==> src/rtl/dmx_deserializer.sv <==
// Slot-addressed serial-to-parallel receiver with a valid/ready output register.
// Define DMX_PARITY_CHECK_EN to add an even-parity bit after the data bits.
module dmx_deserializer #(
  parameter int WIDTH = 8,
  localparam int ADDR_W = $clog2(WIDTH)
) (
  input  logic              clk,
  input  logic              reset,
  input  logic              inData,
  input  logic              inValid,
  output logic [WIDTH-1:0]  outData,
  output logic              outValid,
  input  logic              outReady,
  output logic [ADDR_W-1:0] addr,
  output logic              busy,
  output logic              overrun,
  output logic              frameErr
);

`ifdef DMX_PARITY_CHECK_EN
  typedef enum logic [1:0] {IDLE, DATA, PARITY, DONE} stateT;
`else
  typedef enum logic [1:0] {IDLE, DATA, DONE} stateT;
`endif

  stateT state, nextState;
  logic [WIDTH-1:0] staging;
  logic startSeen;
  logic writeBit;
  logic lastBit;
  logic loadWord;
  logic dropWord;
`ifdef DMX_PARITY_CHECK_EN
  logic parityBad;
`endif

  always_ff @(posedge clk) begin
    if (reset) begin
      state <= IDLE;
    end else begin
      state <= nextState;
    end
  end

  always_comb begin
    nextState = state;
    case (state)
      IDLE:   if (startSeen) nextState = DATA;
`ifdef DMX_PARITY_CHECK_EN
      DATA:   if (lastBit) nextState = PARITY;
      PARITY: if (inValid) nextState = parityBad ? IDLE : DONE;
`else
      DATA:   if (lastBit) nextState = DONE;
`endif
      DONE:   nextState = IDLE;
      default: nextState = IDLE;
    endcase
  end

  // DONE may load even when the register is full, provided the consumer drains it this cycle.
  always_comb begin
    busy      = (state != IDLE);
    startSeen = (state == IDLE) && inValid && inData;
    writeBit  = (state == DATA) && inValid;
    lastBit   = writeBit && (addr == ADDR_W'(WIDTH - 1));
    loadWord  = (state == DONE) && (!outValid || outReady);
    dropWord  = (state == DONE) && outValid && !outReady;
`ifdef DMX_PARITY_CHECK_EN
    parityBad = (state == PARITY) && inValid && (inData != ^staging);
`endif
  end

  // addr wraps to zero on the final data write because WIDTH is a power of two.
  always_ff @(posedge clk) begin
    if (reset) begin
      addr     <= '0;
      staging  <= '0;
      outData  <= '0;
      outValid <= 1'b0;
      overrun  <= 1'b0;
    end else begin
      overrun <= dropWord;
      if (startSeen) begin
        addr <= '0;
      end else if (writeBit) begin
        staging[addr] <= inData;
        addr          <= addr + 1'b1;
      end
      if (loadWord) begin
        outData  <= staging;
        outValid <= 1'b1;
      end else if (outReady) begin
        outValid <= 1'b0;
      end
    end
  end

`ifdef DMX_PARITY_CHECK_EN
  always_ff @(posedge clk) begin
    if (reset) begin
      frameErr <= 1'b0;
    end else begin
      frameErr <= parityBad;
    end
  end
`else
  assign frameErr = 1'b0;
`endif

endmodule

==> config.mk <==
export PLATFORM = sky130hd
export DESIGN_NAME = dmx_deserializer
export DESIGN_NICKNAME = d
export VERILOG_FILES = /design/src/rtl/dmx_deserializer.sv
export SDC_FILE = /design/constraint.sdc
export NUM_CORES = 1
export LEC_CHECK = 0
export CAP_MARGIN = 20
export CORE_MARGIN = 2
export CORE_UTILIZATION = 40
export DETAILED_ROUTE_END_ITERATION = 10
export PLACE_DENSITY = 0.67
export SLEW_MARGIN = 20
export SYNTH_ARGS = -nofsm -noshare
export SYNTH_HDL_FRONTEND = slang
export SYNTH_SLANG_ARGS = --single-unit
==> constraint.sdc <==
create_clock -name clk -period 1.2 [get_ports clk]
set_input_delay 0.18 -clock clk [delete_from_list [all_inputs] [get_ports clk]]
set_output_delay 0.18 -clock clk [all_outputs]
set_load 0.1 [all_outputs]
# ---- After elaboration in Yosys (flattened, before gate mapping)
# Index checks and enable logic that the tools add are counted.
dict set report word_totals {
  elab_cells 40
  latchBits 0
  romBits 0
  regBits 23
  output_inout_bits 15
  memories 0
  ramBits 0
}
dict set report classes {
  n_reduce_logical 17
  bitwise_logic 1
  shifts 0
  n_mux 8
  n_addsub 1
  n_eq_ne 5
  n_lt_le_gt_ge 2
  n_mul 0
  div_mod_pow 0
}
# operator count
set op_table {}
lappend op_table {{$bwmux W8} 1}
lappend op_table {{$logic_and A1 B1 Y1} 8}
lappend op_table {{$lt A3 B4 Y1 const B} 1}
lappend op_table {{$mux W2} 2}
lappend op_table {{$ne A2 B2 Y1 const B} 2}
lappend op_table {{$pmux W2 S2} 1}
lappend op_table {{$reduce_and A2 Y1} 2}
lappend op_table {{$reduce_bool A2 Y1} 2}
lappend op_table {{$add A3 B1 Y3 const B} 1}
lappend op_table {{$demux W1 S3} 1}
lappend op_table {{$eq A3 B3 Y1 const B} 1}
lappend op_table {{$ge A3 B1 Y1 const B} 1}
lappend op_table {{$mux W1} 3}
lappend op_table {{$eq A2 B1 Y1 const B} 1}
lappend op_table {{$eq A2 B2 Y1 const B} 1}
lappend op_table {{$logic_not A1 Y1} 2}
lappend op_table {{$logic_not A2 Y1} 1}
lappend op_table {{$reduce_or A2 Y1} 1}
lappend op_table {{$logic_or A1 B1 Y1} 1}
lappend op_table {{$not A1 Y1} 1}

# ---- Longest topological paths before layout
dict set report logic_depth {
  depth_word 5
  depth_mapped 5
}

# ---- Worst setup path after synthesis
# No wires, ideal clock.
dict set report synth_path {
  path_kind {register to register}
  start {reg addr[0]}
  end {reg staging[1]}
  synth_period_minus_slack_ns 1.843
  stages_incl_launch_ff 4
  required_time_ns 1.071
  setup_slack_ns -0.643
  t_arrival_ns 1.714
  n_path_buf 0
  setup_ns 0.129
  path_cell_list {dfxtp_1 -> nand2_1 -> or4_4 -> mux2i_1}
}
dict set report synth_between {
  elab_chain_cells 5
  elab_cells_between_ends 6
  classes_between {2 x order compare; 3 x mux; 1 x reduce/logical}
}
# item line_no
set synth_rtl {}
lappend synth_rtl {{start, declared} 14} ;# output logic [ADDR_W-1:0] addr,
lappend synth_rtl {{start signal, assigned} 87} ;# addr <= addr + 1'b1;
lappend synth_rtl {{$lt A3 B4 Y1 (not written as such) or $ge A3 B1 Y1 (tied branches)} 86} ;# staging[addr] <= inData;
lappend synth_rtl {{$logic_and A1 B1 Y1 (not written as such)} 86}
lappend synth_rtl {{$mux W1 (not written as such)} 86}
lappend synth_rtl {{$demux W1 S3 *} 86}
lappend synth_rtl {{$bwmux W8 *} 86}
lappend synth_rtl {{end signal, assigned by index} 86}
lappend synth_rtl {{end, declared} 27} ;# logic [WIDTH-1:0] staging;
# Every way passes the cells marked *; elsewhere a longest branch is shown, timed or not.
# A chain may end at the register's enable or synchronous reset.

# ---- Worst setup path after layout
dict set report layout_path {
  start {reg state[1]}
  end {out busy}
}
dict set report layout_between {
  elab_chain_cells 1
}
# item line_no
set layout_rtl {}
lappend layout_rtl {{start, declared} 26} ;# stateT state, nextState;
lappend layout_rtl {{start signal, assigned} 41} ;# state <= nextState;
lappend layout_rtl {{$reduce_bool A2 Y1} 62} ;# busy = (state != IDLE);
lappend layout_rtl {{end, declared} 15} ;# output logic busy,
# No other way between the ends.

==> flow_summary.json <==
{
  "grt_max_degree": 19,
  "dp_hpwl_um": 1580,
  "power_density_nw_per_um2": 807,
  "maxCapViolCount": 0,
  "rsz0062_at_grt": "yes",
  "die_h_um": 54.1,
  "track_usage_pct": 17.4,
  "fillCellCount": 206,
  "clockBufferDepth": 2,
  "yosys_warnings": 0,
  "vias": 932,
  "period_share_pct": 114,
  "preCtsSetupSlack_ns": -0.375,
  "core_um2": 2430,
  "rows": 18,
  "synth_nets": 120,
  "ant_nets": 0,
  "syn_inst": 113,
  "power_uw": 1310,
  "clkTransAtPathRegs_ns": 0.12,
  "crit_arrival_ns": 1.19,
  "holdBufCountCts": 0,
  "cts_root_buf": "clkbuf_4",
  "wl_um": 2240,
  "crit_slowest_cell": "dfxtp_2",
  "vdd_drop_max_mv": 0.575,
  "drv_slew": 0,
  "setup_viol": 2,
  "wl_per_cell_um": 12.7,
  "rr_worst_depth": 4,
  "cpPeakStageDelay_ns": 0.35,
  "crit_family": "flip-flops",
  "hold_class": "input pin to register",
  "leakage_uw": 0.000635,
  "critPathBufInv": 2,
  "overflow": 0,
  "fin_nets": 154,
  "dpl.cell_count": 165,
  "syn2layout_area_growth_pct": 61.3,
  "crit_type": "register to output pin",
  "outcome": "finished, violations left",
  "die_x_um": 54.1,
  "post-route-util_pct": 66.6,
  "fin_skew_ns": 0.00720,
  "gp_congestion": 0.862,
  "die-area_um2": 2930,
  "synth_seq_cells": 23,
  "cp_num_cells": 3,
  "antenna_cells": 0,
  "antenna_found_initial": 0,
  "hp-start": "inValid",
  "required_ns": 1.02,
  "cts_tree": "built",
  "ys_seq_area_share_pct": 45.8,
  "start_util_pct": 41.3,
  "timing.rr.start": "state[1]",
  "fin_crit_ns": 1.37,
  "dpl-instance-area_um2": 1460,
  "fmax_ghz": 0.732,
  "layout_setup_ws_ns": -0.166,
  "violations": "negative setup slack",
  "grt_pass1_vias": 841,
  "synth.avg_cell_area_um2": 8.89,
  "crit_path_cell_trace": "buf_6 > or2_4 > buf_12",
  "final_cells": 176,
  "clkLatencyLatePin_ns": 0.31,
  "htree_levels": 1,
  "viasPerCell": 5.30,
  "ys_types": 25,
  "cts_buffers": 3,
  "hold_viol_final": 0,
  "syn_area_um2": 1000,
  "cp-start-kind": "register",
  "portBuffers": 18,
  "drt_pass1_iterations": 5,
  "drc": 0,
  "fin_area_um2": 1620,
  "pin_count": 20,
  "cts_sinks": 23,
  "crit_fanout": 2,
  "grt_pass1_wl_um": 3630,
  "crit_path_end_kind": "output pin",
  "holdPathStages": 3,
  "drt-initial-drc-count": 9,
  "startpoint": "state[1]",
  "drive_above_1_share_pct": 44.5
}
-- worst register-to-register path, stage by stage, from the launching register on --
cell      delay [ns]
dfxtp_2         0.35
buf_6           0.12
nand2b_4        0.13
or4_4           0.48
mux2i_1         0.12
-- state kept, by name, indices dropped and copies added (netlist names) --
| name | cells |
|---|---|
| outValid | 1 |
| staging | 8 |
| outData | 8 |
| state | 2 |
| addr | 3 |
| overrun | 1 |
-- cell families (layout without fill, tap and decap cells) --
family	Yosys count	after routing	synth area share, %
AOI/OAI and AO/OA	26	26	13.2
adders and majority gates	2	2	2.49
buffers and inverters	8	41	3.49
and+or+nand+nor	46	46	27.6
muxes	7	7	6.97
other	1	1	0.373
DFF	23	23	45.8
-- synth_stat cells, drive strengths merged --
cell | n | area (um2)
buf | 2 | 12.5
clkbuf | 6 | 22.5
a21oi | 13 | 65.1
nor3b | 2 | 15.0
nor3 | 3 | 15.0
or4 | 1 | 11.3
o31ai | 1 | 7.51
nand4 | 1 | 6.26
nand3b | 1 | 7.51
or2 | 1 | 6.26
nand3 | 13 | 65.1
o21ai | 12 | 60.1
ha | 2 | 25.0
nor2 | 1 | 3.75
nand2 | 4 | 15.0
nor2b | 4 | 25.0
and3b | 1 | 8.76
and2b | 1 | 7.51
mux2i | 7 | 70.1
nand2b | 12 | 82.6
conb | 1 | 3.75
nor4b | 1 | 8.76
dfxtp | 23 | 460
-- layer usage --
layer  part of all wire, %  track usage [%]
met5                     0                0
met2                    49             27.8
met4                   1.2             6.25
met3                   2.0             4.17
met1                    48             22.7
-- stage by stage --
stage / hold WS, ns / TNS [ns]
6_report: 0.252 / -0.278
5_1_grt: 0.250 / -0.391
4_1_cts: 0.473 / -0.295
3_5_place_dp: 0.451 / -4.01
3_3_place_gp: 0.451 / -3.34
2_1_floorplan: 0.329 / -0.127
-- timing repair --
item / in CTS / in global routing
gates resized for setup: 14 / 16
pin swaps: 2 / 1
endpoints found under the setup margin: 11 / 16
buffers inserted: 4 / 3
-- area by class of cell --
type                    count  area (um2)  area share (%)
multi-input cells          82         577            35.6
clock inverters             1        5.00           0.309
repair buffers             37         488            30.1
clock buffers               3        22.5            1.39
flip-flops and latches     23         490            30.3
well taps                  30        37.5            2.32
-- path summary, 6_finish.rpt --
kind	slack (ns)	to
setup reg to reg	-0.11	staging[1]
hold / removal	0.25	state[1]
hold reg to reg	0.46	outData[7]
setup / recovery	-0.17	busy
-- where the power goes --
| part | switching [uW] | internal, uW | leakage, uW |
|---|---|---|---|
| sequential | 8.86 | 760 | 0.000194 |
| combinational | 97.1 | 79.3 | 0.000423 |
| clock | 237 | 124 | 0.0000177 |
| total | 343 | 964 | 0.000635 |
-- cells in the final DEF (no fill, tap or decap), types with 2 or more instances in the layout --
master           Yosys  routed
nand2b_1            11      10
nand3_1             13      13
mux2i_1              7       7
nand2_1              4       3
clkdlybuf4s50_1      0       3
a21oi_1             13      12
buf_12               0      14
o21ai_1              0       7
nor3b_2              0       2
o21ai_0             12       5
dfxtp_2              0       9
nand2b_4             1       2
dfxtp_4              0       5
clkbuf_4             0       3
nor2b_4              0       2
buf_6                0       6
buf_4                1      13
nor3_1               3       2
dfxtp_1             23       9
No activity file was read; power rests on OpenSTA's default activity.
